## src/rtl/ps2_scan_funcmod.sv

```systemverilog
// rtl/ps2_scan_funcmod.sv - PS/2 keyboard receiver: filter, deframe, prefix merge, show-ahead FIFO
module ps2_scan_funcmod #(
    parameter int FILT_LEN    = 8,
    parameter int TIMEOUT_CYC = 50000,
    parameter int FIFO_DEPTH  = 16,
    parameter int ADDR_W      = 4
) (
    input  logic              CLOCK,
    input  logic              RST_n,
    input  logic              PS2_CLK,
    input  logic              PS2_DAT,
    input  logic              iRead,
    input  logic              iClr,
    output logic [9:0]        oData,
    output logic              oEmpty,
    output logic              oFull,
    output logic [ADDR_W:0]   oCount,
    output logic              oErr,
    output logic [1:0]        oErrCode,
    output logic              oOverflow,
    output logic [3:0]        oState
);

    localparam int TO_W = $clog2(TIMEOUT_CYC + 1);

    typedef enum logic [3:0] {
        IDLE   = 4'd0,
        DATA   = 4'd1,
        PARITY = 4'd2,
        STOP   = 4'd3
    } stateType;

    logic [1:0]      clkSync;
    logic [1:0]      datSync;
    logic            clkS;
    logic            datS;
    logic            filtClk;
    logic [7:0]      filtCnt;
    logic            fallEvt;

    stateType        state;
    stateType        stateNext;
    logic [2:0]      bitCnt;
    logic [7:0]      shiftReg;
    logic            parBit;
    logic [TO_W-1:0] toCnt;
    logic            timeoutHit;
    logic            errNow;
    logic [1:0]      errCodeNow;
    logic            byteGood;

    logic            goodValid;
    logic [7:0]      goodByte;
    logic            extFlag;
    logic            brkFlag;
    logic            isExt;
    logic            isBrk;
    logic            pushEn;
    logic [9:0]      pushData;

    logic [9:0]        mem [FIFO_DEPTH];
    logic [ADDR_W-1:0] wrPtr;
    logic [ADDR_W-1:0] rdPtr;
    logic [ADDR_W:0]   count;
    logic              isFull;
    logic              doPop;
    logic              doPush;

    assign clkS = clkSync[1];
    assign datS = datSync[1];

    // Two-stage synchronisers; lines idle high so they reset high.
    always_ff @(posedge CLOCK or negedge RST_n) begin
        if (!RST_n) begin
            clkSync <= 2'b11;
            datSync <= 2'b11;
        end else begin
            clkSync <= {clkSync[0], PS2_CLK};
            datSync <= {datSync[0], PS2_DAT};
        end
    end

    // Clock filter: adopt a new level only after it has held FILT_LEN cycles; strobe on 1->0.
    always_ff @(posedge CLOCK or negedge RST_n) begin
        if (!RST_n) begin
            filtClk <= 1'b1;
            filtCnt <= 8'd0;
            fallEvt <= 1'b0;
        end else begin
            fallEvt <= 1'b0;
            if (clkS != filtClk) begin
                if (filtCnt == 8'(FILT_LEN - 1)) begin
                    filtClk <= clkS;
                    filtCnt <= 8'd0;
                    fallEvt <= filtClk;
                end else begin
                    filtCnt <= filtCnt + 8'd1;
                end
            end else begin
                filtCnt <= 8'd0;
            end
        end
    end

    // The watchdog counter holds 1 in the cycle after a fall, so it hits the
    // limit exactly TIMEOUT_CYC cycles after the last fall event.
    assign timeoutHit = !fallEvt && (toCnt == TO_W'(TIMEOUT_CYC - 1));

    // Deframer next-state and per-cycle error/good-byte decisions.
    always_comb begin
        stateNext  = state;
        errNow     = 1'b0;
        errCodeNow = 2'b00;
        byteGood   = 1'b0;
        case (state)
            IDLE: begin
                if (fallEvt && !datS) stateNext = DATA;
            end
            DATA: begin
                if (fallEvt) begin
                    if (bitCnt == 3'd7) stateNext = PARITY;
                end else if (timeoutHit) begin
                    errNow     = 1'b1;
                    errCodeNow = 2'b11;
                    stateNext  = IDLE;
                end
            end
            PARITY: begin
                if (fallEvt) begin
                    stateNext = STOP;
                end else if (timeoutHit) begin
                    errNow     = 1'b1;
                    errCodeNow = 2'b11;
                    stateNext  = IDLE;
                end
            end
            STOP: begin
                if (fallEvt) begin
                    stateNext = IDLE;
                    if (!datS) begin
                        errNow     = 1'b1;
                        errCodeNow = 2'b10;
                    end else if (^{shiftReg, parBit} == 1'b0) begin
                        errNow     = 1'b1;
                        errCodeNow = 2'b01;
                    end else begin
                        byteGood = 1'b1;
                    end
                end else if (timeoutHit) begin
                    errNow     = 1'b1;
                    errCodeNow = 2'b11;
                    stateNext  = IDLE;
                end
            end
            default: stateNext = IDLE;
        endcase
    end

    // Deframer state register, data shifter and inter-edge watchdog.
    always_ff @(posedge CLOCK or negedge RST_n) begin
        if (!RST_n) begin
            state    <= IDLE;
            bitCnt   <= 3'd0;
            shiftReg <= 8'd0;
            parBit   <= 1'b0;
            toCnt    <= TO_W'(1);
        end else begin
            state <= stateNext;
            if (state == IDLE || fallEvt) toCnt <= TO_W'(1);
            else                          toCnt <= toCnt + TO_W'(1);
            if (fallEvt) begin
                case (state)
                    IDLE:    bitCnt <= 3'd0;
                    DATA: begin
                        shiftReg <= {datS, shiftReg[7:1]};
                        bitCnt   <= bitCnt + 3'd1;
                    end
                    PARITY:  parBit <= datS;
                    default: ;
                endcase
            end
        end
    end

    // Error reporting and good-byte register; a fresh error beats a clear.
    always_ff @(posedge CLOCK or negedge RST_n) begin
        if (!RST_n) begin
            oErr      <= 1'b0;
            oErrCode  <= 2'b00;
            goodValid <= 1'b0;
            goodByte  <= 8'd0;
        end else begin
            oErr      <= errNow;
            goodValid <= byteGood;
            if (byteGood) goodByte <= shiftReg;
            if (errNow)    oErrCode <= errCodeNow;
            else if (iClr) oErrCode <= 2'b00;
        end
    end

    assign isExt    = (goodByte == 8'hE0);
    assign isBrk    = (goodByte == 8'hF0);
    assign pushEn   = goodValid && !isExt && !isBrk;
    assign pushData = {brkFlag, extFlag, goodByte};

    // Prefix flags: E0/F0 arm them, any other byte consumes them, errors drop them.
    always_ff @(posedge CLOCK or negedge RST_n) begin
        if (!RST_n) begin
            extFlag <= 1'b0;
            brkFlag <= 1'b0;
        end else if (errNow) begin
            extFlag <= 1'b0;
            brkFlag <= 1'b0;
        end else if (goodValid) begin
            if (isExt) begin
                extFlag <= 1'b1;
            end else if (isBrk) begin
                brkFlag <= 1'b1;
            end else begin
                extFlag <= 1'b0;
                brkFlag <= 1'b0;
            end
        end
    end

    assign isFull = (count == (ADDR_W + 1)'(FIFO_DEPTH));
    assign doPop  = iRead && (count != '0);
    assign doPush = pushEn && (!isFull || doPop);

    // FIFO storage; contents need no reset since pointers define validity.
    always_ff @(posedge CLOCK) begin
        if (doPush) mem[wrPtr] <= pushData;
    end

    // FIFO pointers, occupancy and sticky overflow.
    always_ff @(posedge CLOCK or negedge RST_n) begin
        if (!RST_n) begin
            wrPtr     <= '0;
            rdPtr     <= '0;
            count     <= '0;
            oOverflow <= 1'b0;
        end else begin
            if (doPush) wrPtr <= wrPtr + ADDR_W'(1);
            if (doPop)  rdPtr <= rdPtr + ADDR_W'(1);
            case ({doPush, doPop})
                2'b10:   count <= count + (ADDR_W + 1)'(1);
                2'b01:   count <= count - (ADDR_W + 1)'(1);
                default: count <= count;
            endcase
            if (pushEn && !doPush) oOverflow <= 1'b1;
            else if (iClr)         oOverflow <= 1'b0;
        end
    end

    assign oData  = (count == '0) ? 10'd0 : mem[rdPtr];
    assign oEmpty = (count == '0);
    assign oFull  = isFull;
    assign oCount = count;
    assign oState = state;

endmodule

```

## config.mk

```make
export PLATFORM = sky130hd
export DESIGN_NAME = ps2_scan_funcmod
export DESIGN_NICKNAME = d
export VERILOG_FILES = /design/src/rtl/ps2_scan_funcmod.sv
export SDC_FILE = /design/constraint.sdc
export NUM_CORES = 1
export LEC_CHECK = 0
export ABC_AREA = 1
export CORE_UTILIZATION = 51
export DETAILED_ROUTE_END_ITERATION = 8
export MAX_ROUTING_LAYER = met4
export PLACE_DENSITY = 0.66
export SYNTH_ARGS = -nofsm -noshare
export SYNTH_HDL_FRONTEND = slang
export SYNTH_SLANG_ARGS = --single-unit
```

## constraint.sdc

```tcl
create_clock -name CLOCK -period 4.9 [get_ports CLOCK]
set_clock_uncertainty 0.1 [all_clocks]
set_input_delay 1.225 -clock CLOCK [delete_from_list [all_inputs] [get_ports CLOCK]]
set_output_delay 1.225 -clock CLOCK [all_outputs]
set_load 0.05 [all_outputs]
```

# [After elaboration in Yosys (flattened, before gate mapping)]
# Memories as Yosys holds them, arrays and structs flattened.
# Cells that the tools add are included.
[word_totals] in_bits=6 ramBits=160 output_inout_bits=25 n_memories=1 elab_cells=121 register_bits=74
[memory_table] memory="mem" words=16 word_bits=10 read_ports=1 rd_clocked_by_memory_dff=0 write_ports=1 line_no="61" rtl="logic [9:0] mem [FIFO_DEPTH];"
[op_classes] mux=45 n_reduce_logical=32 n_addsub=7 n_eq_ne=16
[ops] operator="1-bit 2-to-1 mux" count=24
[ops] operator="4-bit 2-to-1 mux" count=6
[ops] operator="16-bit by 1-bit adder with 16-bit output (second input constant)" count=1
[ops] operator="16-bit equality test (second input constant)" count=1
[ops] operator="8-bit equality test (second input constant)" count=2
[ops] operator="16-bit 2-to-1 mux" count=1
[ops] operator="8-bit 2-to-1 mux" count=2
[ops] operator="4-bit case mux with 4 select lines" count=1
[ops] operator="2-bit AND reduction" count=7
[ops] operator="2-bit 2-to-1 mux" count=6
[ops] operator="10-bit 2-to-1 mux" count=1
[ops] operator="5-bit case mux with 2 select lines" count=1
[ops] operator="2-bit nonzero test" count=5
[ops] operator="9-bit parity" count=1
[ops] operator="4-bit by 1-bit adder with 4-bit output (second input constant)" count=2
[ops] operator="8-bit by 1-bit adder with 8-bit output (second input constant)" count=1
[ops] operator="4-bit by 2-bit equality test with 1-bit output (second input constant)" count=2
[ops] operator="8-bit by 3-bit equality test with 1-bit output (second input constant)" count=1
[ops] operator="1-bit logical AND" count=7
[ops] operator="1-bit logical NOT" count=6
[ops] operator="3-bit inequality test (second input constant)" count=2
[ops] operator="3-bit case mux with 2 select lines" count=1
[ops] operator="5-bit by 1-bit adder with 5-bit output (second input constant)" count=1
[ops] operator="5-bit equality test (second input constant)" count=1
[ops] operator="15 further kinds" count=17

# [Depth between registers and ports, before layout]
# Gate-level depths: netlist (run 1).
[depth] ltp_word=8 ltp_mapped=17 ltp_nobuf=17

# [Worst setup path before layout (run 1)]
# No wires, ideal clock.
[synth_timing] kind="register to output" from="reg count[0], in the netlist oCount[0]" to="out oData[0]" path_buffers=1 t_arrival_ns=2.276 required_ns=3.575 path_stages_with_launch=6 path_slack_ns=1.299 path_cell_list="dfrtp_1 -> inv_1 -> nand4_1 -> inv_1 -> clkbuf_1 -> a21oi_1"
[synth_via] elab_chain_len=2
[synth_rtl] item="from (decl)" line_no="64" rtl="logic [ADDR_W:0] count;"
[synth_rtl] item="from (signal assigned)" line_no="246" rtl="2'b10: count <= count + (ADDR_W + 1)'(1);"
[synth_rtl] item="from (signal assigned)" line_no="247" rtl="2'b01: count <= count - (ADDR_W + 1)'(1);"
[synth_rtl] item="from (signal assigned)" line_no="248" rtl="default: count <= count;"
[synth_rtl] item="5-bit logical NOT"
[synth_rtl] item="named net oEmpty" line_no="15" rtl="output logic oEmpty,"
[synth_rtl] item="10-bit 2-to-1 mux" line_no="255" rtl="assign oData = (count == '0) ? 10'd0 : mem[rdPtr];"
[synth_rtl] item="to (decl)" line_no="14" rtl="output logic [9:0] oData,"
# The timed path passes the listed nets, and every way through them passes these cells.

# [Worst setup path after layout (run 1)]
[layout_timing] from="reg rdPtr[0]" to="out oData[2]"
[layout_via] elab_chain_len=2
[layout_rtl] item="from (decl)" line_no="63" rtl="logic [ADDR_W-1:0] rdPtr;"
[layout_rtl] item="from (signal assigned)" line_no="244" rtl="if (doPop) rdPtr <= rdPtr + ADDR_W'(1);"
[layout_rtl] item="memory 16 x 10 bit"
[layout_rtl] item="10-bit 2-to-1 mux" line_no="255"
# Every way passes these cells.

==> qor.yml, run 1 <==
cts:
  cts_resized: 0
  cts_buffers: 24
  cts_setup_buffers: 0
  path_clk_slew_ns: 0.06
  clock_latency_ns: 0.51
  cts_max_level: 1
  clockRootBuffer: "clkbuf_16"
  cts_hold_buf: 0
  cts.sink_count: 234
  clockBufferDepth: 3
  cts_tree: "yes"
critical_path:
  crit_fanout: 40
  r2r_start: "goodByte[4]"
  cp-end-kind: "output port"
  cp-startpoint: "rdPtr[0]"
  rrSetupSlack_ns: 1.83
  critPathKind: "reg2out"
  cp-start-kind: "flop"
  critPathRequiredTime_ns: 3.58
  cp.arrival_ns: 2.83
timing:
  worstMarginPinSlew_ns: 0.9894
  setup_viol: 0
  whs_ns: 0.2554
  rsz0062_at_grt: "false"
  hold_violations: 0
  max_clock_freq_ghz: 0.2404
  fin_setup_tns_ns: 0
  fin_crit_ns: 4.159
  worst_slack_ns: 0.7411
  drv_slew: 0
  slew_headroom: 0.3379
  fin_crit_sh: 0.8488
yosys:
  synth.avg_cell_area_um2: 11.09
  yosysMostFrequentCell: "edfxtp_1"
  synth-seq-cells: 234
  ys_warn_count: 0
  syn_inst: 900
  synthTopCellsByArea: "edfxtp_1 48%, dfrtp_1 17%, nor2_1 5.6%, o21ai_0 5.0%, nand2_1 3.9%"
  yosys.cell_types.count: 40
  synth_area_um2: 9981
  synthFlopType: "edfxtp_1"
  yosysSeqAreaShare: 0.6677
  netlist.area_leader.share: 0.4814
  synth_enable_flop_cells: 160
  synthTopCellsByCount: "160 x edfxtp_1, 150 x nor2_1, 104 x nand2_1, 99 x o21ai_0, 68 x dfrtp_1"
  yosys.area.top_type: "edfxtp_1"
  async_flop_share: 0.3162
floorplan:
  num_rows: 50
  die_w_um: 141.9
  core_um2: 18960
  start_util: 0.5265
  die_height_um: 141.9
  ios: 31
  die_area_um2: 20130
grt:
  grt_first_pass_wirelength_mm: 34.98
  antenna_found_initial: 0
  grt_pass1_vias: 6404
  overflow: 0
  track_usage: 0.2381
  grt_max_degree: 83
final_layout:
  final_nets: 954
  diodes: 0
  syn_to_final_growth_pct: 14.28
  drive_gt1_frac: 0.1091
routing:
  ant_nets: 0
  viasPerCell: 5.462
  drcViolationCount: 0
  first_pass_iters: 5
  drtIter0Drc: 543
  vias: 6626
  wl_mm: 22.18
  routedWlPerCell_um: 18.28
worst_hold_path:
  hp-class: "reg2reg"
  min-delay-start: "datSync[0]"
pwr:
  peakVddDrop_uv: 292.3
  power_density_nw_per_um2: 548.1
  fin_total_pwr_uw: 6252
  power_leakage_uw: 0.004746
placement:
  post-dp-hpwl_mm: 14.02
  dp_slack_ns: 1.183
  place.gp.congestion: 0.8458
  port_buffers: 30
flow_run:
  maxCapViolations: 0
status:
  outcome: "finished, final reports clean"
-- power breakdown --
part / internal (uW) / leakage [uW] / switching [uW]
clock: 1260 / 0.000421 / 747
sequential: 2170 / 0.00283 / 60.1
combinational: 602 / 0.00150 / 1420
-- critical path, stage by stage, from the launching register on --
cell,delay [ns]
dfrtp_2,0.40
inv_2,0.53
buf_4,0.34
o21ai_0,0.10
o22ai_1,0.20
nor2_1,0.07
nor2_1,0.08
o21ai_0,0.17
a21oi_1,0.19
buf_4,0.22
-- path summary, 6_finish.rpt --
check | cells past startpoint | endpoint
min in group asynchronous | 1 | oCount[4]
worst max register to register | 8 | mem[7][1]
max in group asynchronous | 1 | rdPtr[0]
worst min-delay path | 0 | datSync[1]
worst max-delay path | 9 | oData[2]
worst min register to register | 0 | datSync[1]
-- cell families after synthesis --
| group | share of synthesized area |
|---|---|
| compound gates | 0.1092 |
| flops | 0.6677 |
| other cells | 0.0003757 |
| xor+xnor | 0.01316 |
| simple gates | 0.1492 |
| buf+inv | 0.04337 |
| fa+ha+maj | 0.01705 |
-- routing by layer --
layer	vias to the layer above	part of all wire	global-route usage
met5	-	0	-
met4	0	0.031	0.07583
met3	45	0.056	0.02801
met2	195	0.48	0.3796
met1	3177	0.43	0.3217
li1	3209	-	-
-- cell type report --
type                    count  area, um2
fillers                  1540       7550
flip-flops and latches    234       6665
multi-input cells         557       2888
clock buffers              28      646.9
repair buffers             42      362.8
well taps                 260      325.3
inverters                  76      285.3
clock inverters            16      232.7
-- through the flow --
step | util | instance area (um2) | cells
CTS | 0.6017 | 11410 | 1213
global route | 0.6017 | 11410 | 1213
floorplan | - | 9985 | 901
finish | 0.6017 | 11410 | 1213
global placement | 0.5553 | 10530 | 1169
detailed placement | 0.5553 | 10530 | 1169
-- state kept, by name, indices dropped and copies added (netlist names), 2 cells and up --
signal / flops
bitCnt: 3
datSync: 2
filtCnt: 8
oCount: 5
oErrCode: 2
toCnt: 16
goodByte: 8
wrPtr: 4
mem: 160
clkSync: 2
rdPtr: 4
shiftReg: 8
oState: 4
-- layout by cell type, fill, tap and decap left out, types with 8 or more instances in the layout --
cell type	n
xor2_1	15
clkdlybuf4s50_1	19
o221ai_1	28
o21ai_2	8
edfxtp_1	160
ha_1	12
o22ai_1	12
dfrtp_1	67
a21oi_1	23
inv_1	67
buf_4	23
nand4_1	9
o21ai_0	99
nand3_1	42
clkbuf_16	25
nor3_1	10
o21ai_1	13
nand2_1	104
inv_2	8
nor2_1	150
Power figures use the tool's default switching activity.
==> run 2: changes to the inputs <==
Clock period 4.9 ns to 3.9 ns, I/O delays scaled along.
==> qor.yml, run 2 (synthesis results as in run 1) <==
critical_path:
  r2r_cells: 15  # was 8
  rrSetupSlack_ns: 1.09  # was 1.83 ns
  critPathKind: "reg2out"  # unchanged
  cp-startpoint: "rdPtr[0]"  # unchanged
  r2r_start: "goodByte[4]"  # unchanged
  cp-end-kind: "output port"  # unchanged
  cp-start-kind: "flop"  # unchanged
  critical_path.endpoint: "oData[9]"  # was oData[2]
  critPathRequiredTime_ns: 2.82  # was 3.58 ns
  cp.arrival_ns: 2.62  # was 2.83 ns
  r2r_end: "oCount[4]"  # was mem[7][1]
  crit_fanout: 35  # was 40
timing:
  worst_slack_ns: 0.2010  # was 0.7411 ns
  rsz0062_at_grt: "false"  # unchanged
  fin_crit_ns: 3.699
  slew_headroom: 0.3760  # was 0.3379
  fin_setup_tns_ns: 0  # unchanged
  worstMarginPinSlew_ns: 0.9359  # was 0.9894 ns
  fin_crit_sh: 0.9485
  max_clock_freq_ghz: 0.2703
  drv_slew: 0  # unchanged
  whs_ns: 0.2538  # was 0.2554 ns
  hold_violations: 0  # unchanged
  setup_viol: 0  # unchanged
routing:
  vias: 6744  # was 6,626
  wl_mm: 21.82  # was 22.18 mm
  drtIter0Drc: 617  # was 543
  ant_nets: 0  # unchanged
  routedWlPerCell_um: 17.70  # was 18.28 um
  drcViolationCount: 0  # unchanged
  first_pass_iters: 5  # unchanged
  viasPerCell: 5.470  # was 5.462
final_layout:
  n_fill_cell: 1543  # was 1,540
  postLayoutCellArea_um2: 11570  # was 11,410 um2
  final_cells: 1233  # was 1,213
  seqCellArea_um2: 6665  # unchanged
  final_nets: 974  # was 954
  mostFrequentLayoutCell: "edfxtp_1"  # unchanged
  regMostFlops: "mem"  # unchanged
  largestRegisters: "mem: 160 flops, toCnt: 16 flops"  # unchanged
  syn_to_final_growth_pct: 15.92  # was 14.28%
  mostFrequentLayoutCells: "160 x edfxtp_1, 150 x nor2_1, 104 x nand2_1"  # unchanged
  multiInputGateArea_um2: 2888  # unchanged
  largest_reg_flops: 160  # unchanged
  diodes: 0  # unchanged
  drive_gt1_frac: 0.1223  # was 0.1091
placement:
  post-dp-hpwl_mm: 13.70  # was 14.02 mm
  post_dp_cell_area_um2: 10830  # was 10,530 um2
  dp_slack_ns: 0.5765  # was 1.183 ns
  dpl.cell_count: 1189  # was 1,169
  port_buffers: 30  # unchanged
  place.gp.congestion: 0.8463  # was 0.8458
cts:
  path_clk_slew_ns: 0.06  # about the same
  cts_tree: "yes"  # unchanged
  clockRootBuffer: "clkbuf_16"  # unchanged
  cts_setup_buffers: 0  # unchanged
  cts_buffers: 24  # unchanged
  clockBufferDepth: 3  # unchanged
  clock_latency_ns: 0.51  # about the same
  cts_max_level: 1  # unchanged
  cts.sink_count: 234  # unchanged
grt:
  overflow: 0  # unchanged
  track_usage: 0.2336  # was 0.2381
  grt_first_pass_wirelength_mm: 34.91  # was 34.98 mm
  grt_max_degree: 75  # was 83
  antenna_found_initial: 0  # unchanged
  grt_pass1_vias: 6495  # was 6,404
pwr:
  p_sw_frac: 0.3531  # was 0.3558
  p_int_uw: 5051  # was 4027 uW
  p_comb_frac: 0.359  # was 0.323
  power_leakage_uw: 0.004849  # was 0.004746 uW
  peakVddDrop_uv: 376.8  # was 292.3 uV
  power_density_nw_per_um2: 674.9  # was 548.1 nW/um2
  seq_power_share: 0.365  # was 0.356
  switchingPower_uw: 2757  # was 2225 uW
  p_clk_frac: 0.276  # was 0.321
status:
  outcome: "finished, final reports clean"  # unchanged
floorplan:
  num_rows: 50  # unchanged
  die_w_um: 141.9  # unchanged
  start_util: 0.5265  # unchanged
  die_area_um2: 20130  # unchanged
  core_um2: 18960  # unchanged
  die_height_um: 141.9  # unchanged
  ios: 31  # unchanged
flow_run:
  maxCapViolations: 0  # unchanged
worst_hold_path:
  hp-class: "reg2reg"  # unchanged
run 2: changes by cell type in the layout (fill, tap and decap cells not counted), sizes merged:
cell,before,now
clkinvlp,3,0
clkinv,8,11
buf,23,43
clkbuf,28,33
bufinv,6,1
run 2: cell type report:
type / instances / share of cell area
Clock inverter: 11 / 0.006489
Multi-Input combinational cell: 557 / 0.2496
Timing Repair Buffer: 62 / 0.05732
Tap cell: 260 / 0.02812
Sequential cell: 234 / 0.5761
Inverter: 76 / 0.02487
Clock buffer: 33 / 0.05753
run 2: metrics by stage:
step	utilization	total power, uW
final	0.6104	7809
after floorplan	-	4628
after global routing	0.6104	8193
after detailed placement	0.5712	5699
after CTS	0.6102	7847
after global placement	0.5712	5665
run 2: critical path, cell delays in order (launching register included):
cell and delay [ns]:
dfrtp_2 0.60, inv_4 0.34, buf_12 0.24, o21ai_0 0.11
o221ai_1 0.17, nand3_1 0.11, a21oi_1 0.35, buf_12 0.19
run 2: worst min-delay path by stage:
stage          cells past startpoint  slack [ns]        from         end
4_1_cts                            0        0.26  clkSync[0]  clkSync[1]
3_5_place_dp                       0        0.25  datSync[0]  datSync[1]
6_report                           0        0.25  clkSync[0]  clkSync[1]
2_1_floorplan                      0        0.25  clkSync[0]  clkSync[1]
3_3_place_gp                       0        0.25  datSync[0]  datSync[1]
5_1_grt                            0        0.26  clkSync[0]  clkSync[1]
run 2: routing by layer:
metal	wire length [um]	GRT usage	up-vias	part of all wire
li1	-	-	3248	-
met1	9940	0.3182	3267	0.46
met2	10190	0.3627	187	0.47
met3	1054	0.03240	42	0.048
met4	638	0.08149	0	0.029
met5	0	-	-	0
run 2: power by group through the flow:
stage          logic (uW)  clock network [uW]  registers (uW)
2_1_floorplan        1700                   0            2930
3_3_place_gp         2780                   0            2890
3_5_place_dp         2810                   0            2890
4_1_cts              2810                2190            2840
5_1_grt              3050                2290            2860
6_report             2810                2160            2850
run 2: repair_timing:
action	4_1_cts	5_1_grt
setup endpoints to repair	0	6
gates resized for setup	0	2
hold buffers	0	0
==> run 3: changes to the inputs <==
Settings changed: CORE_UTILIZATION 51 to 60, PLACE_DENSITY 0.66 to 0.76, SKIP_CTS_REPAIR_TIMING set to 1, SLEW_MARGIN set to 20.
==> qor.yml, run 3 (synthesis results as in run 1) <==
worst_hold_path:
  whs_path_depth: 0  # unchanged
  whs_endpoint: "clkSync[1]"  # unchanged
  hp-class: "reg2reg"  # unchanged
  min-delay-start: "clkSync[0]"  # unchanged
final_layout:
  regMostFlops: "mem"  # unchanged
  mostFrequentLayoutCells: "160 x edfxtp_1, 150 x nor2_1, 104 x nand2_1"  # unchanged
  syn_to_final_growth_pct: 15.39  # was 15.92%
  largestRegisters: "mem: 160 flops, toCnt: 16 flops"  # unchanged
  mostFrequentLayoutCell: "edfxtp_1"  # unchanged
  final_nets: 967  # was 974
  post-route-util: 0.7172  # was 0.6104
  drive_gt1_frac: 0.1222  # was 0.1223
  n_fill_cell: 1093  # was 1,543
  final_cells: 1182  # was 1,233
  largest_reg_flops: 160  # unchanged
  diodes: 0  # unchanged
floorplan:
  die_area_um2: 17150  # was 20,130 um2
  ios: 31  # unchanged
  die_w_um: 131.0  # was 141.9 um
  start_util: 0.6216  # was 0.5265
  num_rows: 46  # was 50
  die_height_um: 131.0  # was 141.9 um
  core_um2: 16060  # was 18,960 um2
grt:
  grt_first_pass_wirelength_mm: 33.51  # was 34.91 mm
  antenna_found_initial: 0  # unchanged
  grt_pass1_vias: 6723  # was 6,495
  overflow: 0  # unchanged
  track_usage: 0.2685  # was 0.2336
  grt_max_degree: 82  # was 75
routing:
  viasPerCell: 5.745  # was 5.470
  drcViolationCount: 0  # unchanged
  ant_nets: 0  # unchanged
  drtIter0Drc: 460  # was 617
  first_pass_iters: 5  # unchanged
  vias: 6791  # was 6,744
  wl_mm: 21.11  # was 21.82 mm
  routedWlPerCell_um: 17.86  # was 17.70 um
cts:
  cts_buffers: 24  # unchanged
  cts_max_level: 1  # unchanged
  clockRootBuffer: "clkbuf_16"  # unchanged
  cts.sink_count: 234  # unchanged
  clockBufferDepth: 3  # unchanged
  cts_tree: "yes"  # unchanged
  clock_latency_ns: 0.51  # about the same
  path_clk_slew_ns: 0.06  # about the same
timing:
  worstMarginPinSlew_ns: 0.9072  # was 0.9359 ns
  rsz0062_at_grt: "false"  # unchanged
  setup_viol: 0  # unchanged
  fin_crit_sh: 0.9528  # was 0.9485
  drv_slew: 0  # unchanged
  fin_crit_ns: 3.716  # was 3.699 ns
  max_clock_freq_ghz: 0.2691  # was 0.2703 GHz
  slew_headroom: 0.3952  # was 0.3760
  fin_setup_tns_ns: 0  # unchanged
  hold_violations: 0  # unchanged
flow_run:
  maxCapViolations: 0  # unchanged
critical_path:
  crit_fanout: 81  # was 35
  r2r_start: "goodByte[3]"  # was goodByte[4]
  r2r_end: "oCount[4]"  # unchanged
  cp-end-kind: "output port"  # unchanged
  rrSetupSlack_ns: 0.88  # was 1.09 ns
  cp.arrival_ns: 2.64  # was 2.62 ns
  critPathRequiredTime_ns: 2.82  # about the same
  r2r_cells: 16  # was 15
  critPathKind: "reg2out"  # unchanged
  cp-start-kind: "flop"  # unchanged
status:
  outcome: "finished, final reports clean"  # unchanged
placement:
  dpl.cell_count: 1138  # was 1,189
  port_buffers: 30  # unchanged
  place.gp.congestion: 0.8503  # was 0.8463
  post-dp-hpwl_mm: 13.26  # was 13.70 mm
pwr:
  power_leakage_uw: 0.004837  # was 0.004849 uW
  peakVddDrop_uv: 590.4  # was 376.8 uV
  power_density_nw_per_um2: 687.7  # was 674.9 nW/um2
  fin_total_pwr_uw: 7921  # was 7809 uW
==> run 3: power by group <==
group          internal, uW  total, uW  leakage (uW)  switching (uW)
clock                  1360       2260      0.000397             900
combinational          1060       2820       0.00161            1760
sequential             2720       2830       0.00283             113
==> run 3: how the worst max path moves through the flow <==
stage               from  cells after the start  slack (ns)   endpoint
6_report        rdPtr[0]                      9        0.18   oData[6]
5_1_grt         rdPtr[0]                      9       0.008   oData[6]
4_1_cts         rdPtr[1]                      9        0.16   oData[6]
3_5_place_dp       iRead                     14        0.73  oCount[4]
3_3_place_gp       iRead                     14        0.80  oCount[4]
2_1_floorplan  oCount[0]                      5        0.55   oData[0]
==> run 3: stage by stage <==
stage	instance area, um2	worst slack, ns	hold WS [ns]
3_5_place_dp	10720	0.7307	0.2476
4_1_cts	11510	0.1574	0.2561
3_3_place_gp	10720	0.7967	0.2465
2_1_floorplan	9985	0.5494	0.2452
5_1_grt	11520	0.008155	0.2568
6_report	11520	0.1840	0.2552
==> run 3: routing by layer <==
| layer | share of wire | GRT usage | up-vias |
|---|---|---|---|
| met3 | 0.059 | 0.04642 | 48 |
| li1 | - | - | 3241 |
| met1 | 0.40 | 0.3215 | 3258 |
| met4 | 0.024 | 0.09601 | 0 |
| met5 | 0 | - | - |
| met2 | 0.52 | 0.4594 | 244 |
==> run 3: critical path: stages, from the launching register on <==
cell and delay (ns):
dfrtp_2 0.56, inv_2 0.12, buf_12 0.30, o21ai_0 0.17, o22ai_1 0.17, nor2_1 0.08, nor2_1 0.12, o21ai_0 0.14
a21oi_1 0.27, buf_12 0.18
==> run 3: area by class of cell <==
cell class / count / area [um2] / area share
clock buffers: 38 / 738.2 / 0.06410
clock inverters: 6 / 56.30 / 0.004889
inverters: 76 / 289.0 / 0.02510
multi-input cells: 557 / 2888 / 0.2507
flip-flops and latches: 234 / 6665 / 0.5787
well taps: 216 / 270.3 / 0.02347
repair buffers: 55 / 610.6 / 0.05301
